--- src/rtl/petris_pkg.sv ---
// Shared types and constants for the playfield renderer.
//   colour_t      : 3-bit RGB pixel
//   shade_t       : 2-bit glyph pixel shade code
//   region_t      : screen region class of a scan position
//   TILE_SHIFT    : log2 of the tile size in screen pixels
//   GLYPH_ROW_W   : bits per glyph row (8 pixels x 2 bits)
//   GLYPH_ROWS    : rows per glyph
//   ENTRY_*       : bit positions of colour and code in a board entry
//   DEF_*         : default playfield geometry
package petris_pkg;

    typedef logic [2:0] colour_t;

    typedef enum logic [1:0] {
        SHADE_BG    = 2'd0,
        SHADE_TILE  = 2'd1,
        SHADE_WHITE = 2'd2,
        SHADE_BLACK = 2'd3
    } shade_t;

    typedef enum logic [1:0] {
        REGION_OUTSIDE = 2'd0,
        REGION_BORDER  = 2'd1,
        REGION_FIELD   = 2'd2
    } region_t;

    localparam int TILE_SHIFT  = 4;
    localparam int TILE_PIX    = 1 << TILE_SHIFT;
    localparam int GLYPH_ROW_W = 16;
    localparam int GLYPH_ROWS  = 8;

    localparam int ENTRY_COLOUR_HI = 10;
    localparam int ENTRY_COLOUR_LO = 8;
    localparam int ENTRY_CODE_HI   = 7;
    localparam int ENTRY_CODE_LO   = 0;

    localparam int DEF_FIELD_X0 = 240;
    localparam int DEF_FIELD_Y0 = 80;
    localparam int DEF_COLS     = 10;
    localparam int DEF_ROWS     = 20;
    localparam int DEF_BORDER   = 2;

    localparam colour_t COLOUR_BLACK = 3'b000;
    localparam colour_t COLOUR_WHITE = 3'b111;

endpackage

--- src/rtl/shade_palette.sv ---
// Combinational map from a glyph pixel shade to an RGB colour.
//   shade        : 2-bit shade code from the glyph row
//   tile_colour  : colour stored with the board entry
//   code_is_zero : empty cell; always renders as background
//   colour       : resulting pixel colour
module shade_palette
    import petris_pkg::*;
#(
    parameter colour_t BG_COLOUR = COLOUR_BLACK
) (
    input  shade_t  shade,
    input  colour_t tile_colour,
    input  logic    code_is_zero,
    output colour_t colour
);

    always_comb begin
        colour = BG_COLOUR;
        if (!code_is_zero) begin
            case (shade)
                SHADE_BG:    colour = BG_COLOUR;
                SHADE_TILE:  colour = tile_colour;
                SHADE_WHITE: colour = COLOUR_WHITE;
                SHADE_BLACK: colour = COLOUR_BLACK;
            endcase
        end
    end

endmodule

--- src/rtl/tile_renderer.sv ---
// Playfield pixel generator feeding the VGA output stage. Looks up the tile
// under the scan position in board RAM, then the glyph row in glyph ROM, and
// emits one RGB pixel per clock with sync/blank delayed to match.
// Latency from the edge that samples pixel_x/pixel_y to the outputs is 3.
//   clock, reset          : pixel clock, synchronous active-high reset
//   pixel_x, pixel_y      : scan position
//   active_in             : visible region
//   hsync_in, vsync_in    : raw syncs, active-low
//   board_addr            : board RAM address (combinational), row*COLS+col
//   board_data            : {colour[2:0], code[7:0]}, one cycle after address
//   glyph_addr            : {code, sub_row}, registered
//   glyph_data            : glyph row, one cycle after address
//   pixel                 : RGB pixel, registered
//   hsync_out, vsync_out  : syncs aligned with pixel
//   active_out            : visible flag aligned with pixel
module tile_renderer
    import petris_pkg::*;
#(
    parameter int      FIELD_X0      = DEF_FIELD_X0,
    parameter int      FIELD_Y0      = DEF_FIELD_Y0,
    parameter int      COLS          = DEF_COLS,
    parameter int      ROWS          = DEF_ROWS,
    parameter int      BORDER        = DEF_BORDER,
    parameter colour_t BG_COLOUR     = 3'b000,
    parameter colour_t BORDER_COLOUR = 3'b111
) (
    input  logic        clock,
    input  logic        reset,
    input  logic [9:0]  pixel_x,
    input  logic [9:0]  pixel_y,
    input  logic        active_in,
    input  logic        hsync_in,
    input  logic        vsync_in,
    output logic [7:0]  board_addr,
    input  logic [10:0] board_data,
    output logic [10:0] glyph_addr,
    input  logic [15:0] glyph_data,
    output colour_t     pixel,
    output logic        hsync_out,
    output logic        vsync_out,
    output logic        active_out
);

    localparam logic [9:0] X_LO  = 10'(FIELD_X0);
    localparam logic [9:0] X_HI  = 10'(FIELD_X0 + COLS * TILE_PIX);
    localparam logic [9:0] Y_LO  = 10'(FIELD_Y0);
    localparam logic [9:0] Y_HI  = 10'(FIELD_Y0 + ROWS * TILE_PIX);
    localparam logic [9:0] BX_LO = 10'(FIELD_X0 - BORDER);
    localparam logic [9:0] BX_HI = 10'(FIELD_X0 + COLS * TILE_PIX + BORDER);
    localparam logic [9:0] BY_LO = 10'(FIELD_Y0 - BORDER);
    localparam logic [9:0] BY_HI = 10'(FIELD_Y0 + ROWS * TILE_PIX + BORDER);

    // Glyph pixel i occupies bits [15-2i -: 2]; leftmost pixel in the MSBs.
    function automatic shade_t glyph_shade(input logic [15:0] row_bits,
                                           input logic [2:0]  idx);
        logic [3:0] msb;
        msb = 4'd15 - {idx, 1'b0};
        return shade_t'(row_bits[msb -: 2]);
    endfunction

    logic [9:0]            rel_x, rel_y;
    logic                  in_field, in_box;
    logic [9-TILE_SHIFT:0] col, row;
    logic [7:0]            col_w, row_w;
    region_t               region_in;

    // rel_x/rel_y wrap when left of or above the field; in_field masks that.
    assign rel_x    = pixel_x - X_LO;
    assign rel_y    = pixel_y - Y_LO;
    assign in_field = (pixel_x >= X_LO) && (pixel_x < X_HI) &&
                      (pixel_y >= Y_LO) && (pixel_y < Y_HI);
    assign in_box   = (pixel_x >= BX_LO) && (pixel_x < BX_HI) &&
                      (pixel_y >= BY_LO) && (pixel_y < BY_HI);
    assign col      = rel_x[9:TILE_SHIFT];
    assign row      = rel_y[9:TILE_SHIFT];
    assign col_w    = 8'(col);
    assign row_w    = 8'(row);

    // row*10 as row*8 + row*2 keeps the address path adder-only.
    assign board_addr = in_field ? ((row_w << 3) + (row_w << 1) + col_w) : 8'd0;

    always_comb begin
        region_in = REGION_OUTSIDE;
        if (in_field)
            region_in = REGION_FIELD;
        else if (in_box)
            region_in = REGION_BORDER;
    end

    logic [2:0] sub_row_p0, sub_col_p0, sub_col_p1, sub_col_p2;
    region_t    region_p0, region_p1, region_p2;
    logic       active_p0, active_p1, active_p2;
    logic       hsync_p0, hsync_p1, hsync_p2;
    logic       vsync_p0, vsync_p1, vsync_p2;
    colour_t    colour_p1, colour_p2;
    logic       zero_p1, zero_p2;
    shade_t     shade_p2;
    colour_t    palette_colour, pixel_next;

    assign shade_p2 = glyph_shade(glyph_data, sub_col_p2);

    shade_palette #(
        .BG_COLOUR (BG_COLOUR)
    ) u_palette (
        .shade        (shade_p2),
        .tile_colour  (colour_p2),
        .code_is_zero (zero_p2),
        .colour       (palette_colour)
    );

    always_comb begin
        pixel_next = COLOUR_BLACK;
        if (active_p2) begin
            case (region_p2)
                REGION_BORDER: pixel_next = BORDER_COLOUR;
                REGION_FIELD:  pixel_next = palette_colour;
                default:       pixel_next = BG_COLOUR;
            endcase
        end
    end

    always_ff @(posedge clock) begin
        if (reset) begin
            sub_row_p0 <= '0;
            sub_col_p0 <= '0;
            region_p0  <= REGION_OUTSIDE;
            active_p0  <= 1'b0;
            hsync_p0   <= 1'b1;
            vsync_p0   <= 1'b1;
            glyph_addr <= '0;
            colour_p1  <= '0;
            zero_p1    <= 1'b0;
            sub_col_p1 <= '0;
            region_p1  <= REGION_OUTSIDE;
            active_p1  <= 1'b0;
            hsync_p1   <= 1'b1;
            vsync_p1   <= 1'b1;
            colour_p2  <= '0;
            zero_p2    <= 1'b0;
            sub_col_p2 <= '0;
            region_p2  <= REGION_OUTSIDE;
            active_p2  <= 1'b0;
            hsync_p2   <= 1'b1;
            vsync_p2   <= 1'b1;
            pixel      <= COLOUR_BLACK;
            active_out <= 1'b0;
            hsync_out  <= 1'b1;
            vsync_out  <= 1'b1;
        end else begin
            // p0: scan position captured alongside the board RAM read
            sub_row_p0 <= rel_y[3:1];
            sub_col_p0 <= rel_x[3:1];
            region_p0  <= region_in;
            active_p0  <= active_in;
            hsync_p0   <= hsync_in;
            vsync_p0   <= vsync_in;
            // p1: board entry arrives, glyph ROM address issued
            glyph_addr <= {board_data[ENTRY_CODE_HI:ENTRY_CODE_LO], sub_row_p0};
            colour_p1  <= board_data[ENTRY_COLOUR_HI:ENTRY_COLOUR_LO];
            zero_p1    <= (board_data[ENTRY_CODE_HI:ENTRY_CODE_LO] == 8'd0);
            sub_col_p1 <= sub_col_p0;
            region_p1  <= region_p0;
            active_p1  <= active_p0;
            hsync_p1   <= hsync_p0;
            vsync_p1   <= vsync_p0;
            // p2: side data waits for the glyph row
            colour_p2  <= colour_p1;
            zero_p2    <= zero_p1;
            sub_col_p2 <= sub_col_p1;
            region_p2  <= region_p1;
            active_p2  <= active_p1;
            hsync_p2   <= hsync_p1;
            vsync_p2   <= vsync_p1;
            // p3: final pixel
            pixel      <= pixel_next;
            active_out <= active_p2;
            hsync_out  <= hsync_p2;
            vsync_out  <= vsync_p2;
        end
    end

endmodule
--- config.mk ---
export PLATFORM = sky130hd
export DESIGN_NAME = tile_renderer
export DESIGN_NICKNAME = d
export VERILOG_FILES = /design/src/rtl/petris_pkg.sv /design/src/rtl/shade_palette.sv /design/src/rtl/tile_renderer.sv
export SDC_FILE = /design/constraint.sdc
export NUM_CORES = 1
export LEC_CHECK = 0
export BUFFER_PORTS_ARGS = -buffer_cell sky130_fd_sc_hd__buf_2
export CORE_MARGIN = 3
export CORE_UTILIZATION = 36
export DETAILED_ROUTE_END_ITERATION = 16
export HOLD_SLACK_MARGIN = 0.08
export RECOVER_POWER = 50
export SYNTH_ARGS = -nofsm -noshare
export SYNTH_HDL_FRONTEND = slang
export SYNTH_SLANG_ARGS = --single-unit
--- constraint.sdc ---
create_clock -name clock -period 4 [get_ports clock]
set_clock_uncertainty 0.15 [all_clocks]
set_input_delay 0.4 -clock clock [delete_from_list [all_inputs] [get_ports clock]]
set_output_delay 0.4 -clock clock [all_outputs]
set_load 0.1 [all_outputs]
# == Yosys cells after proc, flatten, opt, wreduce, memory -nomap -nowiden ==
# Index checks and enable logic that the tools add are counted.
# word_totals
ff_bits,52
in_bits,52
out_inout_bits,25
wordCells,63
# classes
add_sub_neg,5
magnitude_cmp,8
eq_ne,5
shifts,1
n_mux,6
bitwise_logic,1
n_reduce_logical,11
# op_table
cell,count
$lt 10x9->1 const B,4
$ge 10x7->1 const B,2
$ge 10x8->1 const B,2
$shiftx 17x5->2,1
$sub 10x7->10 const B,1
$sub 10x8->10 const B,1
$pmux 3 s3,1
$add 8x6->8,1
$add 8x7->8,1
$logic_not 8->1,1
$mux 8,1
$eq 2x2->1 const B,3
$logic_and 1x1->1,6
$pmux 3 s2,1
$reduce_or 2->1,3
$eq 2x1->1 const B,2
$sub 4x4->4 const A,1
$mux 3,1
$logic_not 2->1,1
$mux 2,1
$mux 1,1
$not 1->1,1

# == Logic depth before layout (Yosys ltp) ==
# logic_depth
word_depth,7
mapped_depth,13
ltp_nobuf,13

# == Modules after synthesis ==
# A second synthesis with hierarchy kept.
# unflattened
cells_unflattened,235
area_unflattened_um2,2407.3
# modules_own_cells
module,n_inst,cells_per_inst,area_per_inst_um2,seq_area_each_um2
tile_renderer,1,228,2363.5,1041.0
shade_palette,1,7,43.8,0.0

# == Least setup slack after synthesis ==
# Ideal clock, no wire load.
# synth_path
kind,input to output
start,input pixel_y[4]
end,output board_addr[5]
t_arrival_ns,4.165
required_ns,3.450
setup_slack_ns,-0.715
cell_stages,9
n_path_buf,0
cell_sequence,inv_1 > ha_1 > nand2b_1 > nor2b_1 > fa_1 > ha_1 > a211oi_1 > nor2_1 > nor3_1
# synth_between
elab_chain_cells,4
elab_cells_between_ends,8
classes_between,add/sub (3); order compare (2); mux (1); reduce/logical (2)
# synth_rtl
element,line_no,rtl
from (decl),tile_renderer.sv:30,"input logic [9:0] pixel_y,"
$sub 10x7->10 or $ge 10x7->1 (tied branches),"tile_renderer.sv:69, tile_renderer.sv:71",
$add 8x7->8 or $logic_and 1x1->1 (tied branches),"tile_renderer.sv:80, tile_renderer.sv:70",
$add 8x6->8 or $logic_and 1x1->1 (tied branches),"tile_renderer.sv:80, tile_renderer.sv:71",
$mux 8 *,tile_renderer.sv:80,assign board_addr = in_field ? ((row_w << 3) + (row_w << 1) + col_w) : 8'd0;
to (decl),tile_renderer.sv:34,"output logic [7:0] board_addr,"
# Every way passes the cells marked *; elsewhere a longest branch is shown, timed or not.

# == Worst setup path after layout ==
# layout_path
start,input pixel_y[4]
end,output board_addr[7]
# The elaborated chain is that of the path after synthesis.

==> flow_metrics.tcl <==
set metrics [dict create \
    run_status "finished with violations" \
    violations "max-capacitance violations, max-slew violations" \
    antenna_found_initial 0 \
    setup.worst_path.start_class "input port" \
    cp_num_buf_inv 3 \
    io_pins 77 \
    drt_iter0_markers 34 \
    row_count 29 \
    power_density_mw_per_mm2 398.0 \
    clockRootBuffer "clkbuf_8" \
    detail_route.vias_per_cell 4.569 \
    async_flop_share 0 \
    antenna_cells 0 \
    cell_with_the_largest_stage_delay_on_the_worst_path "fa_1" \
    maxSlewHeadroom -0.2177 \
    clockBufferDepth 2 \
    grtUsageTotal 0.1109 \
    tritoncts_num_sinks 52 \
    cts_tree "done" \
    detail-route-antenna-nets 0 \
    fin_tns_setup_ns 0 \
    maxSlewViolCount 50 \
    grt_remaining_overflow 0 \
    cts_setup_buffers 0 \
    timing.critical_path.cells "buf_2 > inv_1 > ha_1 > nand2b_1 > nor2b_1 > fa_1 > ha_1 > a211oi_1 > o21bai_1 > a21oi_1 > xnor3_1 > nor2_2 > buf_12" \
    max_freq_mhz 267.2 \
    timing.hold.worst.class "input port to flip-flop" \
    place_inst 377 \
    die_w_um 87.48 \
    grt_setup_unrepaired "false" \
    cp_data_arrival_time_ns 3.19 \
    post-route-min-period_ns 3.742 \
    final_cell_count_no_fill 385 \
    ffs_latches_synth 52 \
    cts_inserted_buffers 5 \
    crit_path_frequent_cell "ha_1" \
    cp_top_family "adder cells" \
    worst_setup_hold_path_clk_slew_ns 0.10 \
    worst-setup-path-type "input port to output port" \
    nets 380 \
    critical_path.endpoint_type "output port" \
    synthesis.nets 305 \
    timing.critical_path.fanout_max 4 \
    final_hold_viol_count 0 \
    static-leakage-power_nw 1.358 \
    hpwlAfterDp_um 3386 \
    postRouteWirelength_um 4293 \
    post-route-period-util 0.9355 \
    clock_tree.htree_level_count 2 \
    clk-insertion-delay-late_ns 0.31 \
    post_synth_num_cell_types 39 \
    number_of_synthesized_flops_with_an_enable_pin 0 \
    dominantRegCellSynth "dfxtp_1" \
    post-route-util 0.4632 \
    cts_repair_resize_count 0 \
    cts.hold.buffers_added 0 \
    crit_path_max_incr_delay_ns 0.51 \
    transition_time_of_the_tightest_slew_check_pin_ns 1.827 \
    core_mm2 0.006386 \
    start_util 0.3742 \
    dr_total_vias 1759 \
    wire_length_of_the_first_global_routing_pass_um 6748 \
    nFillCells 633 \
    critical_path_required_ns 3.45 \
    worst_hold_slack_ns 0.1062 \
    syn_to_final_growth_pct 23.77 \
    routabilityCongestion 0.8164 \
    detail_route.first_pass.iterations 4 \
    number_of_global_route_vias_before_repair 1561 \
    drt-wirelength-per-cell_um 11.15 \
    syn_area_mm2 0.002390 \
    count_of_mapped_cells_out_of_synthesis 232 \
    synth_seq_area_share 0.4356 \
    pin_count_of_the_biggest_net_entering_global_routing 50 \
    final-setup-viol-count 0 \
    layout-drive-gt1-share 0.3312 \
    fp.dieArea_mm2 0.007652 \
    max-vdd-ir-drop_mv 0.2735 \
    drc 0 \
    syn_area_per_cell_um2 10.30 \
    die_h_um 87.48 \
    ys.warnings.count 0 \
    drv_cap 1 \
    port_buffers 76 \
]
-- cell type report --
type	instances	area (um2)	share of cell area
multi-input combinational	155	1265	0.4277
inverter	17	63.81	0.02157
clock inverter	3	28.78	0.009729
clock buffer	5	68.82	0.02327
sequential	52	1041	0.3519
tap	77	96.34	0.03257
timing repair buffer	76	394.1	0.1332
-- metrics by stage --
| stage | cell area (um2) | total power [mW] | setup slack, ns |
|---|---|---|---|
| 6_report | 2958 | 1.177 | 0.2580 |
| 5_1_grt | 2958 | 1.245 | 0.007981 |
| 4_1_cts | 2959 | 1.196 | 0.2384 |
| 3_5_place_dp | 2861 | 0.8766 | 0.2525 |
| 3_3_place_gp | 2861 | 0.8742 | 0.3449 |
| 2_1_floorplan | 2400 | 0.8022 | 0.1127 |
-- cells in the final DEF, fill, tap and decap left out, types with 2 or more instances in the layout --
cell type / synthesis / layout
a21o_1: 2 / 2
or2_2: 8 / 8
o21bai_1: 2 / 2
buf_2: 0 / 74
nand2_1: 7 / 7
ha_1: 17 / 17
nor2_1: 18 / 16
nor4_1: 3 / 3
nand3_1: 3 / 3
dfxtp_1: 52 / 52
a211oi_1: 2 / 2
a21oi_1: 10 / 10
xor2_1: 2 / 2
o31a_1: 2 / 2
o21ai_0: 4 / 4
xnor2_1: 7 / 7
inv_6: 0 / 2
nor2b_1: 39 / 39
fa_1: 4 / 4
nor2_2: 0 / 2
clkbuf_8: 0 / 5
nand2b_1: 2 / 2
inv_1: 17 / 17
mux4_1: 4 / 4
-- logic make-up (layout without fill, tap and decap cells) --
| logic type | count (synthesis) | in the layout | share of synthesized area |
|---|---|---|---|
| simple gates | 90 | 90 | 0.2209 |
| fa+ha+maj | 21 | 21 | 0.1225 |
| xor+xnor | 10 | 10 | 0.04241 |
| flops | 52 | 52 | 0.4356 |
| buf+inv | 25 | 101 | 0.03927 |
| mux | 6 | 6 | 0.05445 |
| compound gates | 28 | 28 | 0.08482 |
-- cell usage after synthesis, types with 2 or more instances --
cell	n	area, um2
xnor2_1	7	61.31
o21ai_0	4	20.02
a21oi_1	10	50.05
nand2b_1	2	12.51
a21o_1	2	15.01
nor2b_1	39	244.0
clkbuf_1	8	30.03
nand3_1	3	15.01
a211oi_1	2	15.01
or2_2	8	50.05
fa_1	4	80.08
o21bai_1	2	15.01
nor4_1	3	18.77
dfxtp_1	52	1041
ha_1	17	212.7
nor3_1	2	10.01
mux4_1	4	105.1
nor2_1	18	67.56
o31a_1	2	17.52
xor2_1	2	17.52
nand2_1	7	26.28
inv_1	17	63.81
-- per-layer routing --
layer,vias up,GRT usage,wire length (um)
li1,918,-,-
met1,786,0.1350,1892
met2,50,0.1822,2010
met3,5,0.03217,315
met4,0,0.04603,75
met5,-,0,0
-- final timing paths --
path,startpoint,endpoint,depth (start not counted),slack (ns)
setup / recovery,pixel_y[4],board_addr[7],13,0.26
hold reg to reg,hsync_p0$_SDFF_PP1_,hsync_p1$_SDFF_PP1_,1,0.27
hold / removal,board_data[0],zero_p1$_SDFF_PP0_,2,0.11
setup reg to reg,sub_col_p2[1]$_SDFF_PP0_,pixel[1]$_SDFF_PP0_,4,2.12
-- state kept, by name, summed over array words and instances, names as in the netlist, 3 cells and up --
signal,cells
sub_col_p2,3
glyph_addr,11
colour_p2,3
colour_p1,3
sub_row_p0,3
sub_col_p1,3
sub_col_p0,3
pixel,3
-- power breakdown --
group          switching [mW]  leakage, nW  internal, mW  total, mW
clock network           0.183       0.0511         0.132      0.315
logic                   0.206        0.880         0.115      0.321
registers             0.00455        0.428         0.536      0.541
(Power assumes the default switching activity.)
